--- src/rtl/pd_fetch_seq_if.sv ---
// IR load interface between the predecode fetch sequencer and its environment
// (data bus, decoder, interrupt inputs, instruction register).
interface pd_fetch_seq_if;
  logic [7:0] DB_IN;
  logic       RDY;
  logic       INSTR_END;
  logic       n_NMI;
  logic       n_IRQ;
  logic       I_FLAG;
  logic [7:0] n_PD;
  logic       FETCH;
  logic       SYNC;
  logic       INJ;
  logic [1:0] INT_SRC;
  logic [2:0] T_CNT;

  modport master (
    input  DB_IN, RDY, INSTR_END, n_NMI, n_IRQ, I_FLAG,
    output n_PD, FETCH, SYNC, INJ, INT_SRC, T_CNT
  );

  modport slave (
    output DB_IN, RDY, INSTR_END, n_NMI, n_IRQ, I_FLAG,
    input  n_PD, FETCH, SYNC, INJ, INT_SRC, T_CNT
  );
endinterface

--- src/rtl/pd_fetch_seq.sv ---
// Predecode fetch sequencer: latches the opcode byte in SYNC, strobes FETCH,
// injects BRK_OPCODE for reset/NMI/IRQ sequences and tracks the T-state.
module pd_fetch_seq #(
  parameter int unsigned RESET_CYCLES = 6,
  parameter logic [7:0]  BRK_OPCODE   = 8'h00
) (
  input logic            CLK,
  input logic            n_RES,
  pd_fetch_seq_if.master bus
);

  typedef enum logic [1:0] {ST_RST, ST_SYNC, ST_EXEC} state_t;
  typedef enum logic [1:0] {
    SRC_NONE  = 2'b00,
    SRC_IRQ   = 2'b01,
    SRC_NMI   = 2'b10,
    SRC_RESET = 2'b11
  } src_t;

  localparam logic [3:0] RESET_LOAD = 4'(RESET_CYCLES);

  state_t     state, state_nxt;
  src_t       pending, pending_nxt;
  src_t       int_src, int_src_nxt;
  logic [3:0] cnt, cnt_nxt;
  logic [7:0] pd, pd_nxt;
  logic [2:0] t_cnt, t_cnt_nxt;
  logic       fetch, fetch_nxt;
  logic       inj, inj_nxt;
  logic       nmi_latch, nmi_latch_nxt;
  logic       nmi_prev;
  logic       nmi_edge;

  assign nmi_edge = nmi_prev & ~bus.n_NMI;

  // NOTE: every variable gets a default before the case so no path can leave
  // one unassigned, which would otherwise infer a latch.
  always_comb begin
    state_nxt     = state;
    pending_nxt   = pending;
    cnt_nxt       = cnt;
    pd_nxt        = pd;
    t_cnt_nxt     = t_cnt;
    fetch_nxt     = 1'b0;
    inj_nxt       = 1'b0;
    int_src_nxt   = SRC_NONE;
    nmi_latch_nxt = nmi_latch | nmi_edge;

    unique case (state)
      ST_RST: begin
        cnt_nxt = cnt - 4'd1;
        if (cnt == 4'd1) begin
          state_nxt = ST_SYNC;
          t_cnt_nxt = 3'd0;
        end
      end
      ST_SYNC: begin
        t_cnt_nxt = 3'd0;
        if (bus.RDY) begin
          pd_nxt      = (pending != SRC_NONE) ? BRK_OPCODE : bus.DB_IN;
          fetch_nxt   = 1'b1;
          inj_nxt     = (pending != SRC_NONE);
          int_src_nxt = pending;
          pending_nxt = SRC_NONE;
          state_nxt   = ST_EXEC;
          t_cnt_nxt   = 3'd1;
        end
      end
      ST_EXEC: begin
        if (bus.RDY) begin
          if (t_cnt != 3'd7) t_cnt_nxt = t_cnt + 3'd1;
          if (bus.INSTR_END) begin
            state_nxt = ST_SYNC;
            t_cnt_nxt = 3'd0;
            // An NMI edge arriving in this very cycle is taken by this boundary.
            if (nmi_latch | nmi_edge) begin
              pending_nxt   = SRC_NMI;
              nmi_latch_nxt = 1'b0;
            end else if (!bus.n_IRQ && !bus.I_FLAG) begin
              pending_nxt = SRC_IRQ;
            end else begin
              pending_nxt = SRC_NONE;
            end
          end
        end
      end
      default: state_nxt = ST_RST;
    endcase
  end

  // NOTE: sequential state uses non-blocking assignments so all registers
  // update together from the values computed in the previous cycle.
  always_ff @(posedge CLK or negedge n_RES) begin
    if (!n_RES) begin
      state     <= ST_RST;
      pending   <= SRC_RESET;
      int_src   <= SRC_NONE;
      cnt       <= RESET_LOAD;
      pd        <= 8'h00;
      t_cnt     <= 3'd0;
      fetch     <= 1'b0;
      inj       <= 1'b0;
      nmi_latch <= 1'b0;
      nmi_prev  <= 1'b1;
    end else begin
      state     <= state_nxt;
      pending   <= pending_nxt;
      int_src   <= int_src_nxt;
      cnt       <= cnt_nxt;
      pd        <= pd_nxt;
      t_cnt     <= t_cnt_nxt;
      fetch     <= fetch_nxt;
      inj       <= inj_nxt;
      nmi_latch <= nmi_latch_nxt;
      nmi_prev  <= bus.n_NMI;
    end
  end

  assign bus.n_PD    = ~pd;
  assign bus.FETCH   = fetch;
  assign bus.SYNC    = (state == ST_SYNC);
  assign bus.INJ     = inj;
  assign bus.INT_SRC = int_src;
  assign bus.T_CNT   = t_cnt;

endmodule
--- src/flat_wrapper.sv ---
// flat-port wrapper written by rule: the top's interface ports become plain ports
module pd_fetch_seq_flat 
#(
  parameter int unsigned RESET_CYCLES = 6,
  parameter logic [7:0]  BRK_OPCODE   = 8'h00
)
  (CLK, n_RES, bus_DB_IN, bus_RDY, bus_INSTR_END, bus_n_NMI, bus_n_IRQ, bus_I_FLAG, bus_n_PD, bus_FETCH, bus_SYNC, bus_INJ, bus_INT_SRC, bus_T_CNT);
  pd_fetch_seq_if bus_i ();
  input logic CLK;
  input logic n_RES;
  input wire logic [$bits(bus_i.DB_IN)-1:0] bus_DB_IN;
  input wire logic [$bits(bus_i.RDY)-1:0] bus_RDY;
  input wire logic [$bits(bus_i.INSTR_END)-1:0] bus_INSTR_END;
  input wire logic [$bits(bus_i.n_NMI)-1:0] bus_n_NMI;
  input wire logic [$bits(bus_i.n_IRQ)-1:0] bus_n_IRQ;
  input wire logic [$bits(bus_i.I_FLAG)-1:0] bus_I_FLAG;
  output wire logic [$bits(bus_i.n_PD)-1:0] bus_n_PD;
  output wire logic [$bits(bus_i.FETCH)-1:0] bus_FETCH;
  output wire logic [$bits(bus_i.SYNC)-1:0] bus_SYNC;
  output wire logic [$bits(bus_i.INJ)-1:0] bus_INJ;
  output wire logic [$bits(bus_i.INT_SRC)-1:0] bus_INT_SRC;
  output wire logic [$bits(bus_i.T_CNT)-1:0] bus_T_CNT;
  assign bus_i.DB_IN = bus_DB_IN;
  assign bus_i.RDY = bus_RDY;
  assign bus_i.INSTR_END = bus_INSTR_END;
  assign bus_i.n_NMI = bus_n_NMI;
  assign bus_i.n_IRQ = bus_n_IRQ;
  assign bus_i.I_FLAG = bus_I_FLAG;
  assign bus_n_PD = bus_i.n_PD;
  assign bus_FETCH = bus_i.FETCH;
  assign bus_SYNC = bus_i.SYNC;
  assign bus_INJ = bus_i.INJ;
  assign bus_INT_SRC = bus_i.INT_SRC;
  assign bus_T_CNT = bus_i.T_CNT;
  pd_fetch_seq #(.RESET_CYCLES(RESET_CYCLES), .BRK_OPCODE(BRK_OPCODE)) u_core (.CLK(CLK), .n_RES(n_RES), .bus(bus_i));
endmodule
--- config.mk ---
export PLATFORM = sky130hd
export DESIGN_NAME = pd_fetch_seq_flat
export DESIGN_NICKNAME = d
export VERILOG_FILES = /design/src/rtl/pd_fetch_seq_if.sv /design/src/rtl/pd_fetch_seq.sv /design/src/flat_wrapper.sv
export SDC_FILE = /design/constraint.sdc
export NUM_CORES = 1
export LEC_CHECK = 0
export BUFFER_PORTS_ARGS = -buffer_cell sky130_fd_sc_hd__buf_2
export CORE_ASPECT_RATIO = 1.5
export CORE_MARGIN = 2
export CORE_UTILIZATION = 35
export DETAILED_ROUTE_END_ITERATION = 8
export HOLD_SLACK_MARGIN = 0.15
export SLEW_MARGIN = 20
export SYNTH_ARGS = -nofsm -noshare
export SYNTH_HDL_FRONTEND = slang
export SYNTH_SLANG_ARGS = --single-unit
--- constraint.sdc ---
create_clock -name CLK -period 1.6 [get_ports CLK]
set_input_delay 0.08 -clock CLK [delete_from_list [all_inputs] [get_ports CLK]]
set_output_delay 0.08 -clock CLK [all_outputs]
set_load 0.005 [all_outputs]
======== After elaboration in Yosys (flattened, before gate mapping) ========
Index checks and enable logic that the tools add are counted.
cells by class
  $add $sub $neg .......................... 2
  equal/unequal tests ..................... 9
  multiplexer cells ....................... 27
  bitwise gates (word level) .............. 4
  reductions and logical operators ........ 11
operators by type and width
  kind                   count
  $mux W2                10
  $mux W3                4
  $reduce_and A4 Y1      3
  $mux W1                9
  $pmux W3 S3            1
  $mux W8                1
  $not A8 Y8             1
  $ne A2 B2 Y1 const B   3
  $pmux W2 S3            1
  $eq A4 B1 Y1 const B   1
  $pmux W2 S2            1
  $reduce_bool A2 Y1     2
  $sub A4 B1 Y4 const B  1
  $add A3 B1 Y3 const B  1
  $ne A3 B2 Y1 const B   1
  $ne A3 B3 Y1 const B   1
  $reduce_bool A3 Y1     1
  $eq A2 B1 Y1 const B   1
  $eq A2 B2 Y1 const B   1
  $logic_not A1 Y1       2
  $logic_not A2 Y1       1
  $ne A2 B1 Y1 const B   1
  $reduce_and A2 Y1      1
  $and A1 B1 Y1          1
  other kinds (3)        3
word-level totals
  bits in registers ....................... 25
  input port bits ......................... 15
  output and inout bits ................... 16
  word-level logic and storage cells ...... 63

======== Depth between registers and ports, before layout ========
Gate-level depths: netlist (run 1).
  depth after elaboration ................. 7
  depth in mapped cells ................... 6
  gate-level depth less buffers ........... 6

======== Worst setup path after synthesis (run 1) ========
No wires, ideal clock.
  path kind ............................... register to register
  from .................................... register u_core.state[0]
  to ...................................... register u_core.t_cnt[1], in the netlist u_core.bus.T_CNT[1]
  setup time .............................. 127 ps
  arrival time ............................ 1401 ps
  data required time ...................... 1473 ps
  path slack .............................. 71 ps
  stages on the path, launching flop included .. 7
  buffers on the path ..................... 0
  period minus slack after synthesis ...... 1529 ps
  cell sequence ........................... dfrtp_1 -> inv_1 -> ha_1 -> nor2b_4 -> a21oi_2 -> nand3_2 -> mux2_1
on the way
  cells in the longest elaborated chain, start to end .. 3
  elaborated cells between the ends (all ways) .. 9
ends and longest elaborated chain
  item                                                   line                 text
  start, declared                                        pd_fetch_seq.sv:22   state_t state, state_nxt;
  start signal, assigned                                 pd_fetch_seq.sv:106  state <= state_nxt;
  $eq A2 B2 Y1 (tied with other cells)                   pd_fetch_seq.sv:49   unique case (state)
  $ne A3 B2 Y1 (no source line) (tied with other cells)  --
  $reduce_and A4 Y1 (no source line)                     --
  end signal, assigned                                   pd_fetch_seq.sv:111  t_cnt <= t_cnt_nxt;
  end, declared                                          pd_fetch_seq.sv:27   logic [2:0] t_cnt, t_cnt_nxt;
Parallel ways exist; a longest one is shown, timed or not.
A chain may end at the register's enable or synchronous reset.

======== Final worst setup path (run 1) ========
Same ends and word-level chain as after synthesis.

==> results summary, run 1 <==
For flop-to-flop paths, the worst setup slack is just under 80 ps. The overall via count from detail_route is just over 900. STA puts the critical path data required time at 1750 ps. In this run, synthesis inferred 0 flip-flops with an integrated enable.

The synthesized instance count came out at ~110. The post-route non-filler standard cell count came out at 199. The critical path goes through inv_2, ha_2, nor2b_4, a21oi_2, nand3_2, mux2_1. On the critical path, the stage with the largest delay is an instance of sky130_fd_sc_hd__dfrtp_2. During synthesis, Yosys emitted a total of 0 warnings. The top fanout value on the critical path came out at 5. The ratio of total power to cell area is 1610 nW/um^2. The category of cells accounting for the largest share of critical-path delay is flip-flops. The DRC violation total after the first TritonRoute iteration is 5.

After synthesis, the cell types taking the most area are sky130_fd_sc_hd__dfrtp_1, sky130_fd_sc_hd__dfstp_2, sky130_fd_sc_hd__ha_1. The total global routing overflow is 0. The area overhead of the layout relative to synthesis is 35.9%. In the synthesized netlist, the cells that appear most often are sky130_fd_sc_hd__dfrtp_1, sky130_fd_sc_hd__inv_1, sky130_fd_sc_hd__nand2_1.

The worst setup path is launched from a register. The headroom to the max-slew limit is 0.642. In this run, distinct cell masters in the synthesized netlist total 29. The total of buffers placed on input and output ports is 30. The final critical delay including setup and external delays is 1520 ps. The antenna diode count is 0. The number of CTS-inserted buffers came out at 3. The cell with the most instances after synthesis is sky130_fd_sc_hd__dfrtp_1.

The chip width is roughly 52 um. The number of buffer and inverter instances along the worst setup path is 1. CTS placed an instance of sky130_fd_sc_hd__clkbuf_8 at the clock tree root. The number of nets in the synthesized netlist is 129.

The number of sinks on the clock net came out at 25. The remaining antenna violation count after routing is 0. Of all flip-flops after synthesis, the portion carrying an async set or reset was 1.00. The synthesized area per cell came out at 11.5 sq um. The maximum ir drop on the vdd rail came out at 1050 uV. The critical path ends at u_core.bus.T_CNT[1]$_DFFE_PN0P_. The portion of the post-synthesis area used by sequential elements came out at 0.524. The placed wire-length estimate is 1760 um. The number of endpoints with negative hold slack in the final report is 0. In the post-route analysis, the smallest setup slack over all paths is 78.7 ps.

The share of the synthesized area in the top cell type is 0.415. The pin count of the biggest net entering global routing is 26. The core outline area came out at about 3400 sq um.

The via count of the first global-routing pass came out at 887. The flow ran to the end, and the final reports show no timing, DRC or antenna violations. Between clock sinks in the finished design, the worst skew comes to 5.32 ps. The die extent in y is 75.9 um.

The path type of the worst setup path is reg -> reg. The cell count after placement is 180. The initial antenna violation count is 0. The post-placement worst setup slack came out at 21.2 ps. The number of levels the H-tree was split into came out at 1. The post-detailed-routing wire length came out at 2450 um.

The startpoint identified for the worst register-to-register timing path is u_core.state[0]$_DFFE_PN0P_. The signal arrival time at the worst endpoint is about 1700 ps. The number of primary I/O pins came out at 31. The final count of negative-setup-slack endpoints is 0. For this run, the top clock speed supported by timing is between 600 and 700 MHz. The via density per instance came out at 4.55. The wire length of the first global-routing pass came out at between 3000 and 4000 um. The clock transition at the registers of the reported paths is 80 ps.

The congestion estimate from routability-driven global placement came to 0.738. The number of buffers on the longest clock path came out at 2. TritonCTS built the clock tree. The synthesized cell area came out at 1210 sq um. The detailed-routing iteration count for the pre-antenna-repair pass came out at 2. Of the cells placed in the final design, the portion with a size suffix greater than 1 is 0.414. The routed wirelength normalized by instance count came out at approximately 12 um. The worst setup path is captured at a register. The count of maximum capacitance violations is 0. The cell area after placement is approximately 1400 sq um. In this run the number of cells on the critical path is 6.

Fill cells in the final layout number 319. The clock insertion delay at the later pin of the skew report came out at between 200 and 300 ps. Across every metal layer, demand over resource in global routing totals 0.136.

The analysis attributes to cell leakage a power of 0.839 nW. The start point of the critical path is u_core.state[0]$_DFFE_PN0P_. The worst register-to-register path ends at u_core.bus.T_CNT[1]$_DFFE_PN0P_. After detailed routing, the number of remaining DRC violations is 0. The biggest area contributor in the post-synthesis netlist is sky130_fd_sc_hd__dfrtp_1. The depth of the worst register-to-register path came out at 6.

In this run, synthesis produced a sequential element count of 25. In the synthesized netlist the dominant register cell turns out to be sky130_fd_sc_hd__dfrtp_1. The layout net count is 182. The starting utilization of the core area came out at 0.360. The worst-margin pin slew came out at 538 ps. The number of pins with negative max-slew slack in the final report is 0.

The full die area is 3940 sq um. The final clock period utilization by the worst path is 0.951. The largest incremental delay on the critical path is 420 ps. The number of core rows came out at 26.

The path class of the tightest hold or removal check is in -> async. The finished layout cell area came out at about 1600 sq um.
## cell usage in the layout, fill, tap and decap left out, types with 4 or more instances in the layout
cell type,count
sky130_fd_sc_hd__buf_2,30
sky130_fd_sc_hd__buf_4,6
sky130_fd_sc_hd__dfrtp_1,19
sky130_fd_sc_hd__dfstp_2,5
sky130_fd_sc_hd__dlygate4sd3_1,12
sky130_fd_sc_hd__ha_1,7
sky130_fd_sc_hd__inv_1,12
sky130_fd_sc_hd__nand2_1,12
sky130_fd_sc_hd__nor2_1,4
sky130_fd_sc_hd__o21ai_0,9
## state kept, by name, indices dropped and copies added (netlist names)
name / flops
u_core.bus.INJ: 1
u_core.cnt: 4
u_core.bus.T_CNT: 3
u_core.bus.FETCH: 1
u_core.nmi_prev: 1
u_core.pending: 2
u_core.pd: 8
u_core.bus.INT_SRC: 2
u_core.nmi_latch: 1
u_core.state: 2
## kinds of logic (layout without fill, tap and decap cells)
| kind of cell | Yosys count | count (layout) | synth area share |
|---|---|---|---|
| AND/OR/NAND/NOR | 29 | 29 | 0.147 |
| flip-flops | 25 | 25 | 0.524 |
| AO/OA/AOI/OAI | 16 | 16 | 0.0954 |
| buffers and inverters | 16 | 68 | 0.0498 |
| adder cells (fa/ha/maj) | 9 | 9 | 0.0934 |
| multiplexers | 7 | 7 | 0.0685 |
| XOR/XNOR | 3 | 3 | 0.0218 |
## worst register-to-register path, stage by stage (launching register included)
cell	delay, ps
sky130_fd_sc_hd__dfrtp_2	420
sky130_fd_sc_hd__inv_2	70
sky130_fd_sc_hd__ha_2	180
sky130_fd_sc_hd__nor2b_4	210
sky130_fd_sc_hd__a21oi_2	80
sky130_fd_sc_hd__nand3_2	110
sky130_fd_sc_hd__mux2_1	320
## through the flow
step / utilization / setup TNS, ps / power, mW / hold slack [ps]
after global placement: 0.427 / 0 / 2.13 / 97.1
after global routing: 0.489 / -7.48 / 2.85 / 381
final: 0.489 / 0 / 2.63 / 326
after CTS: 0.476 / 0 / 2.58 / 341
after detailed placement: 0.427 / 0 / 2.18 / 100
after floorplan: - / 0 / 1.78 / -216
## layer usage
layer,vias up,share of wire,track usage
met2,21,0.55,0.255
li1,445,-,-
met3,5,0.038,0.0157
met5,-,0,0
met4,0,0.019,0.0760
met1,434,0.40,0.145
## worst min-delay path by stage
stage | from | cells past startpoint | end | slack [ps]
floorplan | n_RES | 0 | u_core.bus.FETCH$_DFF_PN0_ | -220
global placement | n_RES | 1 | u_core.nmi_latch$_DFF_PN0_ | 100
detailed placement | n_RES | 1 | u_core.nmi_latch$_DFF_PN0_ | 100
CTS | bus_n_IRQ | 4 | u_core.pending[0]$_DFFE_PN1P_ | 340
global route | n_RES | 2 | u_core.nmi_latch$_DFF_PN0_ | 380
finish | n_RES | 2 | u_core.nmi_latch$_DFF_PN0_ | 330
## final cells by class
cell class	count	area, sq um	share of cell area
Sequential cell	25	633	0.386
Tap cell	42	52.6	0.0321
Timing Repair Buffer	48	315	0.192
Inverter	16	60.1	0.0366
Clock buffer	4	45.0	0.0275
Multi-Input combinational cell	64	533	0.325
## where the power goes
part	switching [mW]	internal (mW)	leakage (nW)
Sequential	0.139	0.892	0.305
Clock	0.190	0.178	0.0228
Combinational	0.625	0.608	0.511
Total	0.954	1.68	0.839
## what timing repair did
item                                    CTS  global route
gates resized for setup                   0             7
hold endpoints to repair                 32             0
setup buffers                             0             3
endpoints found under the setup margin    0            13
hold buffers                             12             0
(Power assumes the default switching activity.)
==> run 2: changes to the inputs <==
- CORE_UTILIZATION: 35 -> 45
- PLACE_DENSITY: default -> 0.72
==> results summary, run 2 (synthesis results as in run 1) <==
Outcome: finished clean (unchanged). The leakage component of the power came to 0.833 nW (was 0.839 nW). The number of flip-flops in the largest register came out at 8 (unchanged). The total routing usage reported by global routing is 0.161 (was 0.136).

The CTS tree is yes (unchanged). The worst-margin pin slew came out at 528 ps (was 538 ps). The remaining antenna violation count after routing is 0 (unchanged). The layout net count was 181 (was 182).

The routed wirelength normalized by instance count is 12.0 um (was 12.3 um). The leading cell type in the layout, fill and taps excluded is sky130_fd_sc_hd__buf_2 (unchanged). The path type of the worst min-delay path is in -> async (unchanged). The ratio of total power to cell area came to 1600 nW/um^2 (was 1610 nW/um^2). The sum of internal, switching and leakage power came out at 2.60 mW (was 2.63 mW). The number of primary I/O pins came out at 31 (unchanged).

The number of sinks on the clock net came out at 25 (unchanged). The required time of the worst setup path came out at 1740 ps (was 1750 ps). The root buffer selected by CTS is sky130_fd_sc_hd__clkbuf_8 (unchanged). The chip width came out at 46.3 um (was 51.9 um). The DRC violation total after the first TritonRoute iteration is 6 (was 5). The number of buffers on the longest clock path is 2 (unchanged). The final critical delay including setup and external delays is 1540 ps (was 1520 ps). The via density per instance was 4.60 (was 4.55).

The core outline area came out at 2620 sq um (was 3350 sq um). The pin count of the biggest net entering global routing came to 26 (unchanged). The headroom to the max-slew limit is 0.648 (was 0.642).

The clock transition at the registers of the reported paths is 80 ps (about the same). The number of endpoints with negative hold slack in the final report is 0 (unchanged). The startpoint type of the worst setup path is a register (unchanged). The finished layout cell area came out at 1620 sq um (was 1640 sq um). The die extent in y is 67.4 um (was 75.9 um). The cell area after placement came out at 1430 sq um (about the same). The number of core rows is 23 (was 26). The detailed-routing iteration count for the pre-antenna-repair pass came out at 4 (was 2). The total global routing overflow is 0 (unchanged). The final count of negative-setup-slack endpoints came out at 0 (unchanged). The routability congestion estimate from global placement came out at 0.758 (was 0.738). The endpoint type of the worst setup path was a register (unchanged). The count of maximum capacitance violations is 0 (unchanged). The number of levels the H-tree was split into came out at 1 (unchanged). The wire length of the first global-routing pass came to 3660 um (was 3910 um). Commonest non-fill, non-tap cells in the layout: sky130_fd_sc_hd__buf_2, sky130_fd_sc_hd__dfrtp_1, sky130_fd_sc_hd__inv_1, sky130_fd_sc_hd__dlygate4sd3_1, sky130_fd_sc_hd__nand2_1 (was sky130_fd_sc_hd__buf_2, sky130_fd_sc_hd__dfrtp_1, sky130_fd_sc_hd__inv_1, sky130_fd_sc_hd__nand2_1, sky130_fd_sc_hd__dlygate4sd3_1). The setup skew after layout was 2.08 ps (was 5.32 ps). The number of fill cells in the layout came out at 210 (was 319).

The count of unresolved DRC violations after routing is 0 (unchanged). The area overhead of the layout relative to synthesis is 34.6% (was 35.9%). The proportion of layout cells with a drive suffix above 1 is 0.410 (was 0.414). The achievable frequency is 650 MHz (was 657 MHz). The number of pins with negative max-slew slack in the final report is 0 (unchanged).

The overall via count from detail_route is 887 (was 905). The total of buffers placed on input and output ports came to 30 (unchanged). The maximum ir drop on the vdd rail came out at 918 uV (was 1050 uV). The number of CTS-inserted buffers is 3 (unchanged). The starting utilization of the core area came out at 0.461 (was 0.360). The register with the highest flop count is u_core.pd (unchanged).

The signal arrival time at the worst endpoint is 1680 ps (was 1670 ps). The post-detailed-routing wire length was 2310 um (was 2450 um). The full die area came out at 3120 sq um (was 3940 sq um). The antenna diode count came to 0 (unchanged). The via count of the first global-routing pass is 819 (was 887).

The top fanout value on the critical path is 5 (unchanged). The clock insertion delay at the later pin of the skew report came to 250 ps (was 270 ps). The final clock period utilization by the worst path is 0.961 (was 0.951). The placed wire-length estimate is 1670 um (was 1760 um). The initial antenna violation count is 0 (unchanged). The path type of the worst setup path is reg -> reg (unchanged).
[run 2: cell count changes in the layout (fill, tap and decap cells not counted)]
cell	before	now
sky130_fd_sc_hd__buf_4	6	5
sky130_fd_sc_hd__mux2_1	1	2
sky130_fd_sc_hd__mux2_4	3	2
sky130_fd_sc_hd__nand2_1	12	11
sky130_fd_sc_hd__nand2_2	0	1
[run 2: what timing repair did]
action                                  CTS  global route
endpoints found under the hold margin    32             0
hold buffers                             12             0
endpoints found under the setup margin    0            12
buffers inserted                          0             2
gates resized for setup                   0             7
[run 2: critical path: stages (launching register included)]
cell and delay (ps):
sky130_fd_sc_hd__dfrtp_2 440, sky130_fd_sc_hd__inv_2 70, sky130_fd_sc_hd__ha_2 180, sky130_fd_sc_hd__nor2b_4 210, sky130_fd_sc_hd__a21oi_2 80, sky130_fd_sc_hd__nand3_2 100, sky130_fd_sc_hd__mux2_1 330
[run 2: path summary, 6_finish.rpt]
kind,from,to,slack [ps],depth (start not counted)
worst max-delay path,u_core.state[0]$_DFFE_PN0P_,u_core.bus.T_CNT[2]$_DFFE_PN0P_,60,6
worst min-delay path,n_RES,u_core.nmi_latch$_DFF_PN0_,330,2
worst max register to register,u_core.state[0]$_DFFE_PN0P_,u_core.bus.T_CNT[2]$_DFFE_PN0P_,60,6
worst min register to register,u_core.cnt[3]$_DFFE_PN0N_,u_core.cnt[3]$_DFFE_PN0N_,490,1
max in group asynchronous,n_RES,u_core.state[0]$_DFFE_PN0P_,890,2
min in group CLK,bus_n_IRQ,u_core.pending[0]$_DFFE_PN1P_,330,4
[run 2: metrics by stage]
stage / setup TNS (ps) / util / worst slack, ps / std cells / hold slack [ps]
2_1_floorplan: 0 / - / 71.3 / 105 / -216
3_3_place_gp: 0 / 0.544 / 74.7 / 175 / 89.5
3_5_place_dp: 0 / 0.544 / 28.8 / 175 / 95.9
4_1_cts: 0 / 0.607 / 14.0 / 191 / 327
5_1_grt: -0.120 / 0.620 / -0.120 / 193 / 342
6_report: 0 / 0.620 / 62.4 / 193 / 328
[run 2: final cells by class]
type / instances / area (sq um) / share of cell area
multi-input cells: 64 / 532 / 0.327
repair buffers: 47 / 308 / 0.190
inverters: 16 / 60.1 / 0.0370
clock buffers: 4 / 45.0 / 0.0277
flip-flops and latches: 25 / 633 / 0.390
well taps: 37 / 46.3 / 0.0285
[run 2: routing by layer]
metal  vias to the layer above  routed length, um  part of all wire  GRT usage
li1                        445                  -                 -          -
met1                       424                963              0.42      0.193
met2                        16               1250              0.54      0.288
met3                         2                 73             0.032     0.0267
met4                         0                 18            0.0078     0.0429
met5                         -                  0                 0          0
[run 2: where the power goes]
part	switching, mW	internal [mW]
logic	0.618	0.593
registers	0.145	0.892
clock network	0.177	0.177
==> run 3: changes to the inputs <==
- CORE_UTILIZATION: 45 -> 46
- CTS_CLUSTER_SIZE: default -> 24
- PLACE_DENSITY: 0.72 -> 0.74
==> results summary, run 3 (synthesis results as in run 1) <==
The number of sinks on the clock net is 25 (unchanged). The switching power share of the total is 0.371 (was 0.361). The placed wire-length estimate came out at 1670 um (about the same). The number of buffers on the longest clock path was 2 (unchanged).

The post-detailed-routing wire length is 2390 um (was 2310 um). The overall via count from detail_route came to 904 (was 887). The count of maximum capacitance violations came out at 0 (unchanged). The setup skew after layout is 4.02 ps (was 2.08 ps).

The ratio of total power to cell area came out at 1590 nW/um^2 (was 1600 nW/um^2). The via density per instance came out at 5.02 (was 4.60). The sum of negative setup slack is 0 ps (unchanged). The final critical delay including setup and external delays is 1530 ps (was 1540 ps). The total global routing overflow came out at 0 (unchanged). The achievable frequency came out at 652 MHz (was 650 MHz). The full die area is 3060 sq um (was 3120 sq um). Outcome: finished clean (unchanged). The switching power total was 932 uW (was 941 uW). The routed length on met1 is 904 um (was 963 um). The CTS tree is yes (unchanged). The headroom to the max-slew limit came out at 0.638 (was 0.648).

The relative contribution of sequential cells to total power is 0.408 (was 0.398). The clock transition at the registers of the reported paths is 130 ps (was 80 ps). The starting utilization of the core area is 0.487 (was 0.461). The final clock period utilization by the worst path came to 0.959 (was 0.961). The sum of internal, switching and leakage power is 2.51 mW (was 2.60 mW). The number of CTS-inserted buffers came out at 3 (unchanged).

The number of flip-flops in the largest register is 8 (unchanged). The maximum ir drop on the vdd rail was 858 uV (was 918 uV). The power share of the combinational group was 0.484 (was 0.465).

The initial antenna violation count came out at 0 (unchanged). The detailed-routing iteration count for the pre-antenna-repair pass is 4 (unchanged). The detailed-routed wire length on met3 came out at 106 um (was 73 um). The routed wirelength normalized by instance count is 13.3 um (was 12.0 um). Setup repair after global routing left no endpoint under its margin.

The signal arrival time at the worst endpoint came out at 1740 ps (was 1680 ps). The count of unresolved DRC violations after routing is 0 (unchanged). The number of endpoints with negative hold slack in the final report is 0 (unchanged).

The via count of the first global-routing pass is 941 (was 819). The chip width is 45.8 um (was 46.3 um). The top metal layer carrying routed signals is met4 (unchanged).

The remaining antenna violation count after routing came out at 0 (unchanged). The total internal power came out at 1.58 mW (was 1.66 mW). The die extent in y came out at 66.7 um (was 67.4 um). The number of pins with negative max-slew slack in the final report came to 0 (unchanged).

The DRC violation total after the first TritonRoute iteration came to 20 (was 6). The wire length of the first global-routing pass is 3880 um (was 3660 um). The path type of the worst min-delay path is in -> async (unchanged). The number of levels the H-tree was split into is 1 (unchanged). The leading cell type in the layout, fill and taps excluded is sky130_fd_sc_hd__buf_2 (unchanged).

The layout net count is 181 (unchanged). The core outline area is 2480 sq um (was 2620 sq um). The required time of the worst setup path is 1810 ps (was 1740 ps). The number of primary I/O pins came to 31 (unchanged). The final count of negative-setup-slack endpoints is 0 (unchanged).

The number of core rows is 22 (was 23). The total of buffers placed on input and output ports is 30 (unchanged). The antenna diode count came out at 0 (unchanged). The register area came out at 633 sq um (unchanged).

The root buffer selected by CTS is sky130_fd_sc_hd__clkbuf_4 (was sky130_fd_sc_hd__clkbuf_8). The area overhead of the layout relative to synthesis is 31.3% (was 34.6%). The total routing usage reported by global routing came out at 0.177 (was 0.161).

The top fanout value on the critical path came out at 5 (unchanged). The length of routed met2 wiring is 1350 um (was 1250 um). The path type of the worst setup path is reg -> reg (unchanged). The pin count of the biggest net entering global routing was 26 (unchanged). The area of combinational cells with multiple inputs came to 527 sq um (was 532 sq um). The clock share of power is 0.108 (was 0.136). Commonest non-fill, non-tap cells in the layout: sky130_fd_sc_hd__buf_2, sky130_fd_sc_hd__dfrtp_1, sky130_fd_sc_hd__inv_1, sky130_fd_sc_hd__nand2_1, sky130_fd_sc_hd__dlygate4sd3_1 (was sky130_fd_sc_hd__buf_2, sky130_fd_sc_hd__dfrtp_1, sky130_fd_sc_hd__inv_1, sky130_fd_sc_hd__dlygate4sd3_1, sky130_fd_sc_hd__nand2_1). The register-to-register path setup slack came out at 70 ps (was 60 ps). The proportion of layout cells with a drive suffix above 1 came to 0.397 (was 0.410). The endpoint type of the worst setup path is a register (unchanged). The clock insertion delay at the later pin of the skew report is 310 ps (was 250 ps). The number of fill cells in the layout came out at 201 (was 210).

The startpoint type of the worst setup path is a register (unchanged). The routability congestion estimate from global placement was 0.765 (was 0.758). The leakage component of the power is 0.826 nW (was 0.833 nW). The worst-margin pin slew came out at 542 ps (was 528 ps). The register with the highest flop count is u_core.pd (unchanged).
## run 3: cell counts in the layout (fill, tap and decap cells not counted)
No cell type changed its count.
## run 3: worst paths after layout
kind                            cells after the start                            end                         from
worst max-delay path                                5    u_core.state[1]$_DFFE_PN0P_  u_core.state[1]$_DFFE_PN0P_
worst min-delay path                                2     u_core.nmi_latch$_DFF_PN0_                        n_RES
worst max register to register                      5    u_core.state[1]$_DFFE_PN0P_  u_core.state[1]$_DFFE_PN0P_
worst min register to register                      1      u_core.cnt[3]$_DFFE_PN0N_    u_core.cnt[3]$_DFFE_PN0N_
max in group asynchronous                           2    u_core.state[0]$_DFFE_PN0P_                        n_RES
min in group CLK                                    4  u_core.pending[0]$_DFFE_PN1P_                    bus_n_IRQ
## run 3: power groups by stage
stage / Clock [mW] / Sequential [mW] / Combinational, mW
finish: 0.272 / 1.02 / 1.22
global route: 0.317 / 1.06 / 1.36
floorplan: 0 / 1.01 / 0.765
CTS: 0.283 / 1.03 / 1.19
global placement: 0 / 1.03 / 1.08
detailed placement: 0 / 1.04 / 1.13
## run 3: layout make-up
| cell class | instances | area share |
|---|---|---|
| flip-flops and latches | 25 | 0.400 |
| multi-input cells | 64 | 0.333 |
| repair buffers | 47 | 0.194 |
| inverters | 16 | 0.0379 |
| well taps | 24 | 0.0190 |
| clock buffers | 4 | 0.0166 |
## run 3: routing by layer
metal,vias to the layer above,GRT usage
met2,23,0.340
li1,446,-
met1,431,0.173
met5,-,0
met4,0,0.0643
met3,4,0.0379
## run 3: through the flow
| stage | area [sq um] | setup slack [ps] | utilization | hold WS [ps] | instances |
|---|---|---|---|---|---|
| after floorplan | 1210 | 71.3 | - | -216 | 105 |
| after global placement | 1410 | 75.9 | 0.569 | 87.2 | 162 |
| after detailed placement | 1410 | 2.78 | 0.569 | 101 | 162 |
| after CTS | 1570 | 13.7 | 0.632 | 281 | 179 |
| after global routing | 1580 | 6.89 | 0.639 | 283 | 180 |
| final | 1580 | 65.7 | 0.639 | 271 | 180 |
## run 3: timing repair
item | in CTS | in global routing
setup buffers | 1 | 1
hold buffers | 12 | 0
endpoints found under the setup margin | 4 | 11
endpoints found under the hold margin | 38 | 0
gates resized for setup | 2 | 3
pin swaps | 1 | 1
## run 3: critical path, stage by stage (launching register included)
cell                      delay (ps)
sky130_fd_sc_hd__dfrtp_1         450
sky130_fd_sc_hd__ha_1            230
sky130_fd_sc_hd__nor2b_4         150
sky130_fd_sc_hd__a21oi_4         150
sky130_fd_sc_hd__nand3_2         130
sky130_fd_sc_hd__mux2_4          320
